## src/rtl/jkreg_scan_ctl.sv

```systemverilog
// Command sequencer for an N-bit scan-capable JK register bank: functional update, scan load/unload/swap.
// Optional JKSC_PARITY_EN builds a registered even-parity bit RPAR alongside RDATA.
module jkreg_scan_ctl #(
  parameter int N     = 8,
  parameter int CNT_W = 4
) (
  input  logic           CLK,
  input  logic           CLR,
  input  logic           START,
  input  logic [1:0]     OP,
  input  logic [N-1:0]   WDATA,
  input  logic [N-1:0]   KMASK,
  input  logic           SCANOUT,
  output logic           BUSY,
  output logic           DONE,
  output logic           ERR,
  output logic [N-1:0]   RDATA,
  output logic           RPAR,
  output logic           TEST,
  output logic           SCANIN,
  output logic [N-1:0]   J,
  output logic [N-1:0]   K,
  output logic [1:0]     dbg_state
);

  // Handshake: START is sampled only in IDLE; BUSY covers FUNC/SHIFT/FIN,
  // DONE pulses in FIN, and START seen while BUSY yields a one-cycle ERR.
  typedef enum logic [1:0] {
    IDLE  = 2'd0,
    FUNC  = 2'd1,
    SHIFT = 2'd2,
    FIN   = 2'd3
  } state_t;

  state_t           state_q, state_d;
  logic [CNT_W-1:0] cnt_q, cnt_d;
  logic [1:0]       op_q, op_d;
  logic [N-2:0]     ld_sh_q, ld_sh_d;
  logic [N-1:0]     rdata_sh_q, rdata_sh_d;
  logic [N-1:0]     rdata_q, rdata_d;
  logic             busy_q, busy_d;
  logic             done_q, done_d;
  logic             err_q, err_d;
  logic             test_q, test_d;
  logic             scanin_q, scanin_d;
  logic [N-1:0]     j_q, j_d;
  logic [N-1:0]     k_q, k_d;
  logic             last_shift;
  logic [N-1:0]     sh_next;

  assign last_shift = (state_q == SHIFT) && (cnt_q == CNT_W'(N - 1));
  assign sh_next    = {rdata_sh_q[N-2:0], SCANOUT};

  always_comb begin
    state_d    = state_q;
    cnt_d      = cnt_q;
    op_d       = op_q;
    ld_sh_d    = ld_sh_q;
    rdata_sh_d = rdata_sh_q;
    rdata_d    = rdata_q;
    test_d     = 1'b0;
    scanin_d   = 1'b0;
    j_d        = '0;
    k_d        = '0;
    err_d      = START && (state_q != IDLE);
    case (state_q)
      IDLE: begin
        if (START) begin
          op_d    = OP;
          cnt_d   = '0;
          ld_sh_d = WDATA[N-2:0];
          if (OP == 2'b00) begin
            state_d = FUNC;
            j_d     = WDATA;
            k_d     = KMASK;
          end else begin
            // Outputs are registered, so the first serial bit is set up here.
            state_d  = SHIFT;
            test_d   = 1'b1;
            scanin_d = OP[0] & WDATA[N-1];
          end
        end
      end
      FUNC: state_d = FIN;
      SHIFT: begin
        if (op_q[1]) rdata_sh_d = sh_next;
        if (last_shift) begin
          state_d = FIN;
          if (op_q[1]) rdata_d = sh_next;
        end else begin
          cnt_d    = cnt_q + 1'b1;
          test_d   = 1'b1;
          scanin_d = op_q[0] & ld_sh_q[N-2];
          ld_sh_d  = ld_sh_q << 1;
        end
      end
      FIN: state_d = IDLE;
      default: state_d = IDLE;
    endcase
    busy_d = (state_d != IDLE);
    done_d = (state_d == FIN);
  end

  always_ff @(posedge CLK or negedge CLR) begin
    if (!CLR) begin
      state_q    <= IDLE;
      cnt_q      <= '0;
      op_q       <= '0;
      ld_sh_q    <= '0;
      rdata_sh_q <= '0;
      rdata_q    <= '0;
      busy_q     <= 1'b0;
      done_q     <= 1'b0;
      err_q      <= 1'b0;
      test_q     <= 1'b0;
      scanin_q   <= 1'b0;
      j_q        <= '0;
      k_q        <= '0;
    end else begin
      state_q    <= state_d;
      cnt_q      <= cnt_d;
      op_q       <= op_d;
      ld_sh_q    <= ld_sh_d;
      rdata_sh_q <= rdata_sh_d;
      rdata_q    <= rdata_d;
      busy_q     <= busy_d;
      done_q     <= done_d;
      err_q      <= err_d;
      test_q     <= test_d;
      scanin_q   <= scanin_d;
      j_q        <= j_d;
      k_q        <= k_d;
    end
  end

`ifdef JKSC_PARITY_EN
  logic rpar_q;
  always_ff @(posedge CLK or negedge CLR) begin
    if (!CLR)                     rpar_q <= 1'b0;
    else if (last_shift && op_q[1]) rpar_q <= ^sh_next;
  end
  assign RPAR = rpar_q;
`else
  assign RPAR = 1'b0;
`endif

  assign BUSY      = busy_q;
  assign DONE      = done_q;
  assign ERR       = err_q;
  assign RDATA     = rdata_q;
  assign TEST      = test_q;
  assign SCANIN    = scanin_q;
  assign J         = j_q;
  assign K         = k_q;
  assign dbg_state = state_q;

endmodule

```

## config.mk

```make
export PLATFORM = sky130hd
export DESIGN_NAME = jkreg_scan_ctl
export DESIGN_NICKNAME = d
export VERILOG_FILES = /design/src/rtl/jkreg_scan_ctl.sv
export SDC_FILE = /design/constraint.sdc
export NUM_CORES = 1
export LEC_CHECK = 0
export CORE_ASPECT_RATIO = 1.2
export CORE_MARGIN = 3
export CORE_UTILIZATION = 34
export CTS_CLUSTER_SIZE = 28
export DETAILED_ROUTE_END_ITERATION = 16
export GPL_ROUTABILITY_DRIVEN = 0
export MAX_ROUTING_LAYER = met4
export SYNTH_ARGS = -nofsm -noshare
export SYNTH_HDL_FRONTEND = slang
export SYNTH_SLANG_ARGS = --single-unit
```

## constraint.sdc

```tcl
create_clock -name CLK -period 1.7 [get_ports CLK]
set_clock_uncertainty 0.05 [all_clocks]
set_input_delay 0.255 -clock CLK [delete_from_list [all_inputs] [get_ports CLK]]
set_output_delay 0.255 -clock CLK [all_outputs]
set_load 0.05 [all_outputs]
```

Yosys cells after proc, flatten, opt, wreduce, memory -nomap -nowiden
Cells that the tools add are included.

operators by class
  add/subtract/negate cells = 1
  multipliers = 0
  div/mod/pow operators = 0
  $lt $le $gt $ge = 0
  eq/ne operators = 7
  shifts and indexed selects = 0
  mux-type cells = 24
  bitwise operators = 2
  reduce and logical (&&, ||, !) cells = 11

operators with widths
  kind                   number
  $mux W8                6
  $mux W7                2
  $pmux W7 S2            1
  $mux W4                2
  $pmux W2 S4            1
  $pmux W4 S2            1
  $eq A2 B2 Y1 const B   3
  $mux W1                6
  $mux W2                3
  $reduce_and A3 Y1      2
  $reduce_bool A2 Y1     3
  $add A4 B1 Y4 const B  1
  $eq A4 B3 Y1 const B   1
  $logic_not A2 Y1       2
  $ne A2 B2 Y1 const B   2
  $pmux W1 S2            2
  $reduce_and A2 Y1      2
  $and A1 B1 Y1          2
  $eq A2 B1 Y1 const B   1
  $logic_and A1 B1 Y1    2

word-level totals
  bits in registers = 51
  bits in latches = 0
  memory bits (writable) = 0
  ROM bits = 0
  input port bits = 22
  logic and storage cells = 58
  memories = 0

Depth between registers and ports, before layout
  word-level depth = 5
  gate-level depth with buffers = 6
  depth with buffers taken out = 5

Least setup slack after synthesis
Ideal clock, no wire load.

  kind = register to register
  start point = register state_q[1] (netlist: dbg_state[1])
  end point = register rdata_q[0] (netlist: RDATA[0])
  setup time = 0.125 ns
  arrival time = 1.880 ns
  path slack = -0.355 ns
  cell stages (with the launch flop) = 5
  clock period less this slack = 2.055 ns
  cell sequence = dfrtp_1 ha_1 nand2_1 nor2_2 mux2_2

between the ends
  cells in the longest elaborated chain, start to end = 3

ends and longest elaborated chain
  element                        RTL line  text
  from (decl)                    35        state_t state_q, state_d;
  from (signal assigned)         120       state_q <= state_d;
  $eq A2 B2 Y1 *                 51, 66
  $logic_and A1 B1 Y1            51        assign last_shift = (state_q == SHIFT) && (cnt_q == CNT_W'(N - 1));
  $reduce_and A3 Y1 (no line) *  -
  to (signal assigned)           125       rdata_q <= rdata_d;
  to (decl)                      40        logic [N-1:0] rdata_q, rdata_d;

Mark *: on every way between the ends. The rest lies on a longest branch, timed or not.
A chain may end at the register's enable or synchronous reset.

Final worst setup path
  start point = register state_q[1] (netlist: dbg_state[1])
  end point = register ld_sh_q[2]

between the ends
  cells in the longest elaborated chain, start to end = 4
  elaborated cells on any way between the ends = 8
  those cells by class = 3 x eq/ne; 1 x mux; 4 x reduce/logical

ends and longest elaborated chain
  element                      RTL line  text
  $eq A2 B2 Y1                 51, 66
  $logic_and A1 B1 Y1          51
  $ne A2 B2 Y1 (no line)       -
  $reduce_and A3 Y1 (no line)  -
  to (signal assigned)         123       ld_sh_q <= ld_sh_d;
  to (decl)                    38        logic [N-2:0] ld_sh_q, ld_sh_d;

Several ways; a longest one is shown, not always the timed one.

==> impl_results.md <==
- Final worst slack: -23.10 ps
- Initial Util: 0.3544
- Worst slew margin: 0.6477
- Min cycle time layout: about 1700 ps
- PortBufs: 52
- Layout cells sized above 1: 0.4570
- Yosys top cell by area: dfrtp_1
- Core box area: just over 6000 um2
- Internal power: between 3 and 4 mW
- PwrDens: between 1500 and 2000 nW/um2
- Die width: between 70 and 80 um
- Synthesis-to-layout area growth: 47.71%
- Final-stage net count: roughly 280
- CTS Buf Count: 5
- Routed wire length per instance: 13.50 um
- Synth top area share: 0.5913
- Final Hold Slack: ~420 ps
- Worst vdd rail ir drop: 1015 uV
- Post-synth EDFFs: 0
- Initial antenna violation count: 0
- Final max-slew violation count: 0
- Total negative slack: -80.69 ps
- Asr flop ratio synth: 1.000
- Syn_nets: between 150 and 200
- Final Hold Vio Count: 0
- MaxCap Viol Count: 0
- Final Cycle Share: 1.014
- Share of total power in the clock network: 0.143
- Vias/cell: roughly 4.6
- Switching Fraction: 0.3709
- Antenna cell count: 0
- Largest net degree at the start of global routing: 25
- Cell area after synthesis: roughly 2200 um2
- Clk Latency, worst-skew pair: a little under 300 ps
- Die area: around 7300 um2
- Remaining Overflow, GRT: 0
- Crit path required time: 1830 ps
- Worst Setup Path Type: flip-flop to flip-flop
- Synthesis Warnings: 0
- Largest fanout on the critical path: 6
- Number of fillers in the final layout: roughly 560
- Sw power: roughly 2.1 mW
- Combinational fraction of design power: 0.527
- Count of cell types in the netlist: 36
- Worst-margin pin slew: 528.4 ps
- Gr usage total: 0.1372
- CP Launch Type: flip-flop
- Cells after Synth: 168
- Seq/Total Area, Yosys: 0.5913
- CTS sink cnt: ~50
- CTS H-tree lvls: 2
- Site Rows: 31
- Pre-Repair DR Iteration Count: 3
- Number of global-route vias before repair: about 1600
- FMAX: 580.4 MHz
- Reg2reg start: dbg_state[1]
- First-pass GRT wire length: between 7000 and 8000 um
- Worst EP arrival: 1860 ps
- Worst Setup End Kind: flip-flop
- Io pins: between 50 and 60
- Reg power frac: 0.329
- CP startpoint: dbg_state[1]
- Chip Height: approximately 93 um
- DRC: 0
- Detailed-route via count: 1553
- Final setup vio count: 4
- Violated checks: negative setup slack
- Ys flop type: dfrtp_1
- Dpl hpwl: 3321 um
- Lkg Pwr: approximately 1.5 nW
- Maximum clock path buffer count: 2
- Worst hold path class: input port to asynchronous set/reset pin
- CTS tree: done
- Antenna viol nets, final: 0
- Dominant cells by area after synthesis: dfrtp_1 59%, mux2_2 15%, and2_1 4.9%
- #FFs+latches synth: 51
- Post-Route WL: 4563 um
- Syn_area_per_cell: about 13 um2
- Clk pin slew, worst setup/hold paths: roughly 80 ps
- DRC marker count from the first detailed-route iteration: 39
- RSZ-0062 raised after global routing: true
- Status: finished, violations left
- Clk root buf: clkbuf_8
critical path, cell delays in order, from the launching register on:
cell      delay [ps]
dfrtp_2          440
ha_4             180
buf_6            120
buf_6            110
a211oi_4         220
buf_6            160
mux2_2           330
Yosys cell counts, types with 2 or more instances:
cell type,n
nor2_1,4
o22ai_1,2
nand4_1,2
inv_1,6
nand2b_1,2
mux2_2,29
o31ai_1,2
nand3_1,5
o21ai_0,3
and2_1,17
nor3b_1,2
nor3_1,5
ha_1,3
a21oi_1,2
nor2b_1,4
dfrtp_1,51
nand3b_1,2
nand2_1,5
a311oi_1,2
clkbuf_1,4
logic make-up after synthesis:
family,after synthesis,share of synthesized area
AOI/OAI and AO/OA,17,0.06029
adders and majority gates,3,0.01739
buffers and inverters,12,0.02318
DFF,51,0.5913
muxes,30,0.1559
other,1,0.001737
and+or+nand+nor,54,0.1501
per-layer routing:
layer,track usage,wire length (um),vias up,part of all wire
met5,-,0,-,0
met4,0.05685,105,0,0.023
met3,0.02312,208,8,0.046
met2,0.2174,2221,41,0.49
met1,0.1747,2027,739,0.44
li1,-,-,765,-
final cells by class:
type	count	area (um2)	area share
Sequential cell	51	1279	0.4011
Multi-Input combinational cell	105	919.6	0.2885
Timing Repair Buffer	87	759.5	0.2382
Tap cell	82	102.6	0.03218
Clock buffer	6	72.57	0.02276
Clock inverter	1	30.03	0.009419
Inverter	6	25.02	0.007849
worst paths after layout:
path                                    to  slack [ps]  cells past startpoint
worst min-delay path                  K[0]         420                      2
min in group CLK                  RDATA[7]         460                      1
worst max-delay path            ld_sh_q[2]         -20                      6
max in group asynchronous             J[4]         670                      3
worst max register to register  ld_sh_q[2]         -20                      6
worst min register to register    RDATA[7]         460                      1
timing repair:
action,CTS,global route
pin swaps,0,5
hold buffers,1,0
buffers inserted,2,10
endpoints found under the hold margin,22,0
resized for setup,2,17
endpoints found under the setup margin,5,19
cloned,0,0
power groups by stage:
stage | registers, mW | clock network, mW | logic, mW
finish | 1.83 | 0.797 | 2.93
global route | 1.89 | 0.878 | 3.17
CTS | 1.83 | 0.825 | 2.61
detailed placement | 1.85 | 0 | 2.55
global placement | 1.85 | 0 | 2.52
floorplan | 2.39 | 0 | 1.17
metrics by stage:
step	util	cell area (um2)	total power, mW	setup WS (ps)	instances
detailed placement	0.4754	2895	4.402	-93.74	318
finish	0.5235	3188	5.557	-23.10	338
floorplan	-	2207	3.557	-105.7	168
global route	0.5235	3188	5.938	-67.01	338
global placement	0.4754	2895	4.367	-84.26	318
CTS	0.4974	3029	5.267	17.78	328
layout by cell type (no fill, tap or decap), types with 2 or more instances in the layout:
| master | n |
|---|---|
| a21oi_1 | 2 |
| buf_4 | 57 |
| nor3b_1 | 2 |
| nor3_1 | 5 |
| nand3b_1 | 2 |
| o22ai_1 | 2 |
| nor2b_1 | 3 |
| o21ai_0 | 2 |
| clkbuf_8 | 5 |
| clkdlybuf4s50_1 | 20 |
| dfrtp_1 | 49 |
| nand2_1 | 4 |
| nand4_1 | 2 |
| dfrtp_2 | 2 |
| ha_4 | 2 |
| mux2_4 | 6 |
| nand3_1 | 5 |
| inv_1 | 4 |
| buf_6 | 5 |
| nor2_1 | 4 |
| nand2b_1 | 2 |
| buf_12 | 3 |
| and2_1 | 17 |
| mux2_2 | 23 |
registers in the layout, indices dropped and copies added, names as in the netlist:
signal      count
ld_sh_q         7
J               8
BUSY            1
SCANIN          1
cnt_q           4
TEST            1
rdata_sh_q      7
ERR             1
RDATA           8
DONE            1
dbg_state       2
K               8
op_q            2
Power figures use the tool's default switching activity.
